[src/rtl/bd_wr_filter.sv]
// BD write filter: matches 32-byte BD writes against four ring windows, forwards hits
// through a single output register and tracks outstanding BDs per ring.
module bd_wr_filter #(
   parameter int DATA_W    = 256,
   parameter int ERR_CNT_W = 16
) (
   input  logic                 user_clk,
   input  logic                 user_reset,
   input  logic [107:0]         win_base,
   input  logic [107:0]         win_high,
   input  logic [107:0]         win_size,
   input  logic                 req_valid,
   output logic                 req_ready,
   input  logic [31:0]          req_addr,
   input  logic [DATA_W-1:0]    req_data,
   output logic                 bd_wr_valid,
   input  logic                 bd_wr_ready,
   output logic [1:0]           bd_wr_ch,
   output logic [26:0]          bd_wr_idx,
   output logic [DATA_W-1:0]    bd_wr_data,
   input  logic [3:0]           bd_consume,
   output logic [111:0]         bd_cnt,
   output logic                 err_miss,
   output logic                 err_ovf,
   output logic [ERR_CNT_W-1:0] err_cnt
);

   typedef logic [26:0] bd_page_t;
   typedef logic [27:0] bd_cnt_t;

   localparam logic [ERR_CNT_W-1:0] ERR_ONE = 1;

   bd_page_t base [4];
   bd_page_t high [4];
   bd_page_t size [4];

   bd_cnt_t  cnt_q [4];
   bd_cnt_t  cnt_d [4];

   logic                 valid_q, valid_d;
   logic [1:0]           ch_q, ch_d;
   bd_page_t             idx_q, idx_d;
   logic [DATA_W-1:0]    data_q, data_d;
   logic                 miss_q, miss_d;
   logic                 ovf_q, ovf_d;
   logic [ERR_CNT_W-1:0] err_cnt_q, err_cnt_d;

   bd_page_t page;
   logic     aligned;
   logic     hit_any;
   logic [1:0] hit_ch;
   bd_cnt_t  cap;
   logic     full;
   logic     accept;
   logic     load;

   always_comb begin
      for (int i = 0; i < 4; i++) begin
         base[i] = win_base[27*i +: 27];
         high[i] = win_high[27*i +: 27];
         size[i] = win_size[27*i +: 27];
         bd_cnt[28*i +: 28] = cnt_q[i];
      end
   end

   assign req_ready = ~user_reset & (~valid_q | bd_wr_ready);
   assign accept    = req_valid & req_ready;
   assign page      = req_addr[31:5];
   assign aligned   = (req_addr[4:0] == 5'd0);

   // Scan from the top so the lowest matching window is the last one written.
   // NOTE: every always_comb output gets a default first so no path leaves it unassigned (no latch).
   always_comb begin
      hit_any = 1'b0;
      hit_ch  = 2'd0;
      for (int i = 3; i >= 0; i--) begin
         if (aligned && (page >= base[i]) && (page <= high[i])) begin
            hit_any = 1'b1;
            hit_ch  = 2'(i);
         end
      end
   end

   assign cap  = {1'b0, size[hit_ch]} + 28'd1;
   assign full = (cnt_q[hit_ch] >= cap);
   assign load = accept & hit_any & ~full;

   always_comb begin
      valid_d = valid_q;
      ch_d    = ch_q;
      idx_d   = idx_q;
      data_d  = data_q;
      if (load) begin
         valid_d = 1'b1;
         ch_d    = hit_ch;
         idx_d   = page - base[hit_ch];
         data_d  = req_data;
      end else if (bd_wr_ready) begin
         valid_d = 1'b0;
      end
   end

   always_comb begin
      miss_d    = accept & ~hit_any;
      ovf_d     = accept & hit_any & full;
      err_cnt_d = err_cnt_q;
      if ((miss_d || ovf_d) && (err_cnt_q != '1))
         err_cnt_d = err_cnt_q + ERR_ONE;
   end

   // A consume on an empty ring is ignored; a simultaneous write and consume cancel.
   always_comb begin
      for (int i = 0; i < 4; i++) begin
         logic inc, dec;
         inc      = load && (hit_ch == 2'(i));
         dec      = bd_consume[i] && (cnt_q[i] != 28'd0);
         cnt_d[i] = cnt_q[i];
         if (inc && !dec)
            cnt_d[i] = cnt_q[i] + 28'd1;
         else if (dec && !inc)
            cnt_d[i] = cnt_q[i] - 28'd1;
      end
   end

   // NOTE: sequential state uses non-blocking assignments only; the wide data register
   // is reset too because its value is visible on bd_wr_data straight after reset.
   always_ff @(posedge user_clk) begin
      if (user_reset) begin
         valid_q   <= 1'b0;
         ch_q      <= 2'd0;
         idx_q     <= '0;
         data_q    <= '0;
         miss_q    <= 1'b0;
         ovf_q     <= 1'b0;
         err_cnt_q <= '0;
         for (int i = 0; i < 4; i++) cnt_q[i] <= '0;
      end else begin
         valid_q   <= valid_d;
         ch_q      <= ch_d;
         idx_q     <= idx_d;
         data_q    <= data_d;
         miss_q    <= miss_d;
         ovf_q     <= ovf_d;
         err_cnt_q <= err_cnt_d;
         for (int i = 0; i < 4; i++) cnt_q[i] <= cnt_d[i];
      end
   end

   assign bd_wr_valid = valid_q;
   assign bd_wr_ch    = ch_q;
   assign bd_wr_idx   = idx_q;
   assign bd_wr_data  = data_q;
   assign err_miss    = miss_q;
   assign err_ovf     = ovf_q;
   assign err_cnt     = err_cnt_q;

endmodule

[config.mk]
export PLATFORM = sky130hd
export DESIGN_NAME = bd_wr_filter
export DESIGN_NICKNAME = d
export VERILOG_FILES = /design/src/rtl/bd_wr_filter.sv
export SDC_FILE = /design/constraint.sdc
export NUM_CORES = 2
export LEC_CHECK = 0
export BUFFER_PORTS_ARGS = -buffer_cell sky130_fd_sc_hd__buf_2
export CORE_AREA = 2 2 404 406
export CTS_CLUSTER_DIAMETER = 200
export DETAILED_ROUTE_END_ITERATION = 8
export DIE_AREA = 0 0 406 408
export PLACE_DENSITY = 0.43
export SETUP_SLACK_MARGIN = 0.2
export SYNTH_ARGS = -nofsm -noshare
export SYNTH_HDL_FRONTEND = slang
export SYNTH_SLANG_ARGS = --single-unit
[constraint.sdc]
create_clock -name user_clk -period 13.45 [get_ports user_clk]
set_clock_uncertainty 0.2 [all_clocks]
set_input_delay 2.69 -clock user_clk [delete_from_list [all_inputs] [get_ports user_clk]]
set_output_delay 2.69 -clock user_clk [all_outputs]
set_load 0.01 [all_outputs]
==> results_dict.tcl <==
set metrics [dict create \
    status "finished clean" \
    hold_path_class "flop to flop" \
    clock_latency_ns 0.66 \
    netlist_instances 3861 \
    setup.worst_path.class "input pin to flop" \
    drtAntennaViolNets 0 \
    holdWs_ns 0.248 \
    dieArea_mm2 0.166 \
    worst_slew_pin_slew_ns 1.20 \
    dp_cells 6979 \
    dpl-instance-area_mm2 0.0369 \
    slowest_delay_ns 0.54 \
    wl_um 160000 \
    critPathSlowestCell "or4_4" \
    end_kind "flop" \
    layout.nets 5867 \
    clock-sinks 416 \
    synth_ff_type "dfxtp_1" \
    grt_use_total_pct 18.5 \
    grt_overflow_total 0 \
    syn_nets 4866 \
    num_io_pins 1037 \
    fin_tns_setup_ns 0 \
    grt_max_degree 174 \
    rr_startpoint "cnt_q[2][21]$_SDFFE_PP0P_" \
    wl_per_cell_um 22.6 \
    grt_pass1_wl_um 224000 \
    min_from "bd_wr_data[173]$_SDFFE_PP0P_" \
    path_delay_family "compound AO/OA/AOI/OAI gates" \
    finalCritPeriodShare_pct 92.8 \
    htreeDepth 2 \
    portBuffers 1036 \
    min_period_ns 12.49 \
    synth_cell_types 87 \
    drt-vias-per-instance 4.52 \
    die_w_um 406 \
    whs_path_depth 2 \
    cts-root-buf "clkbuf_16" \
    wl_met2_um 80300 \
    ys_seq_elements 416 \
    hold_viol 0 \
    regToRegSetupSlack_ns 6.11 \
    postSynthAreaPerCell_um2 7.50 \
    drive_gt1_share_pct 25.4 \
    drt_first_iter_violations 2253 \
    firstDrtPassIters 5 \
    initial_core_util_pct 17.9 \
    hold_path_end "bd_wr_data[173]$_SDFFE_PP0P_" \
    cts_buffer_depth 3 \
    rows 148 \
    vdd_ir_drop_max_mv 0.106 \
    drv_slew 0 \
    cellLeakagePower_nw 18.2 \
    seq_area_mm2 0.00833 \
    grt_pass1_vias 31400 \
    num_vias 32100 \
    rr_worst_depth 31 \
    critPathBufInv 8 \
    fmax_mhz 80.1 \
    slew_headroom_pct 19.6 \
    synth_edf_count 0 \
    wl_met1_um 63100 \
    areaGrowthSynthToFinish_pct 34.4 \
    coreArea_mm2 0.162 \
    cts_tree "yes" \
    route.met3.wl_um 10600 \
    cts_buffers 55 \
    critPathMostFrequentCell "buf_4" \
    place.gp.congestion 0.966 \
    dp_hpwl_um 132000 \
    critical_path_arrival_ns 12.80 \
    synth-async-reset-ratio_pct 0 \
    highest_layer "met5" \
    syn_area_mm2 0.0290 \
    ys_seq_area_share_pct 28.8 \
    crit_fanout 30 \
    nFillCells 18200 \
    p_per_area_mw_per_mm2 156 \
    multiInputGateArea_mm2 0.0190 \
    clkTransAtPathRegs_ns 0.06 \
    die_h_um 408 \
    max-cap-violations 0 \
    r2r-end "cnt_q[3][25]$_SDFFE_PP0P_" \
    route.detailed.drc 0 \
    setup_violations 0 \
    yosys_warnings 0 \
    antenna_found_initial 66 \
    hold_buffers 0 \
    final_cell_area_mm2 0.0389 \
    required_ns 13.76 \
    critPathLaunchType "input pin" \
    rsz0062_at_grt "no" \
    final_cells 7100 \
    post-route-util_pct 24.1 \
]
layout make-up:
cell class	instances	share of cell area, %
multi-input cells	3010	48.9
diodes	20	0.129
well taps	2175	6.99
repair buffers	1114	15.0
inverters	265	2.56
flip-flops and latches	416	21.4
clock buffers	78	4.12
clock inverters	22	0.826
kinds of logic after synthesis:
family	share of synthesized area, %
AOI/OAI and AO/OA	21.7
xor gates and xnor gates	4.35
adders and majority gates	16.8
buffers and inverters	5.75
DFF	28.8
muxes	0.730
and+or+nand+nor	22.0
tightest hold or removal path: stages, from the launching register on:
cell	delay, ns
dfxtp_1	0.30
nand2_1	0.05
a21oi_1	0.05
synth_stat cells (all sizes together), types with 8 or more instances:
master,instances,area share [%]
or4,18,0.48
o21a,22,0.57
a41oi,10,0.30
nand3,63,1.1
buf,18,0.34
nand2b,28,0.62
xor2,50,1.5
and3,24,0.52
nor3,77,1.3
nor4,60,1.3
dfxtp,416,29
xnor2,94,2.8
nand4,44,0.99
inv,264,3.4
a31oi,18,0.44
clkbuf,152,2.0
and2,13,0.28
or3,27,0.58
a211oi,26,0.69
o211ai,16,0.46
a22oi,26,0.72
o31ai,8,0.21
o21bai,21,0.54
o21ai,116,2.0
nor2b,15,0.32
a21o,79,2.0
o32a,11,0.38
ha,380,16
mux2i,20,0.69
nand2,718,9.3
o221ai,38,1.2
a21oi,517,8.9
o22ai,33,0.71
nor2,324,4.2
a311oi,8,0.24
registers in the layout, indices dropped and copies added, names as in the netlist:
register / flops
bd_wr_data: 256
cnt_q: 112
bd_wr_idx: 27
err_cnt: 16
bd_wr_ch: 2
bd_wr_valid: 1
err_miss: 1
err_ovf: 1
report_power, final:
group          leakage, nW  internal [W]  switching, W
sequential            3.37       0.00137      0.000331
combinational         13.9       0.00125       0.00154
clock                0.937      0.000946      0.000635
timing repair:
item                                    4_1_cts  5_1_grt
buffers inserted                              0        1
gates resized for setup                       0        7
endpoints found under the setup margin        0        8
endpoints found under the hold margin         0        0
layer usage:
metal  vias up  track usage (%)
li1      15600                -
met1     15100             20.9
met2      1138             33.5
met3       270             3.92
met4         2             6.93
met5         -                0
worst max-delay path by stage:
stage / from / endpoint / slack (ns) / cells past startpoint
floorplan: req_addr[1] / cnt_q[1][26]$_SDFFE_PP0P_ / 0.45 / 46
global placement: req_addr[30] / cnt_q[3][25]$_SDFFE_PP0P_ / 0.05 / 41
detailed placement: req_addr[30] / cnt_q[3][25]$_SDFFE_PP0P_ / 0.03 / 41
CTS: req_addr[30] / cnt_q[3][25]$_SDFFE_PP0P_ / 0.75 / 41
global route: req_addr[13] / cnt_q[1][26]$_SDFFE_PP0P_ / 0.21 / 43
finish: req_addr[13] / cnt_q[3][25]$_SDFFE_PP0P_ / 0.96 / 42
stage by stage:
step / total power (W) / worst slack (ns)
2_1_floorplan: 0.00354 / 0.448
3_3_place_gp: 0.00450 / 0.0519
3_5_place_dp: 0.00449 / 0.0346
4_1_cts: 0.00613 / 0.746
5_1_grt: 0.00653 / 0.214
6_report: 0.00607 / 0.962
cells in the final DEF (no fill, tap or decap), types with 20 or more instances in the layout:
master	n
ha_1	379
o21bai_1	21
nor3_1	75
or3_1	27
nand2b_1	26
inv_1	263
nand2_1	718
buf_2	1035
clkbuf_16	55
o221ai_1	37
nor4_1	58
o21a_1	22
mux2i_1	20
o21ai_0	115
nand4_1	42
buf_4	72
dfxtp_1	416
a211oi_1	24
nand3_1	61
diode_2	20
xor2_1	50
a21o_1	78
xnor2_1	94
o22ai_1	33
a21oi_1	515
a22oi_1	25
nor2_1	321
and3_1	23
Power figures use the tool's default switching activity.
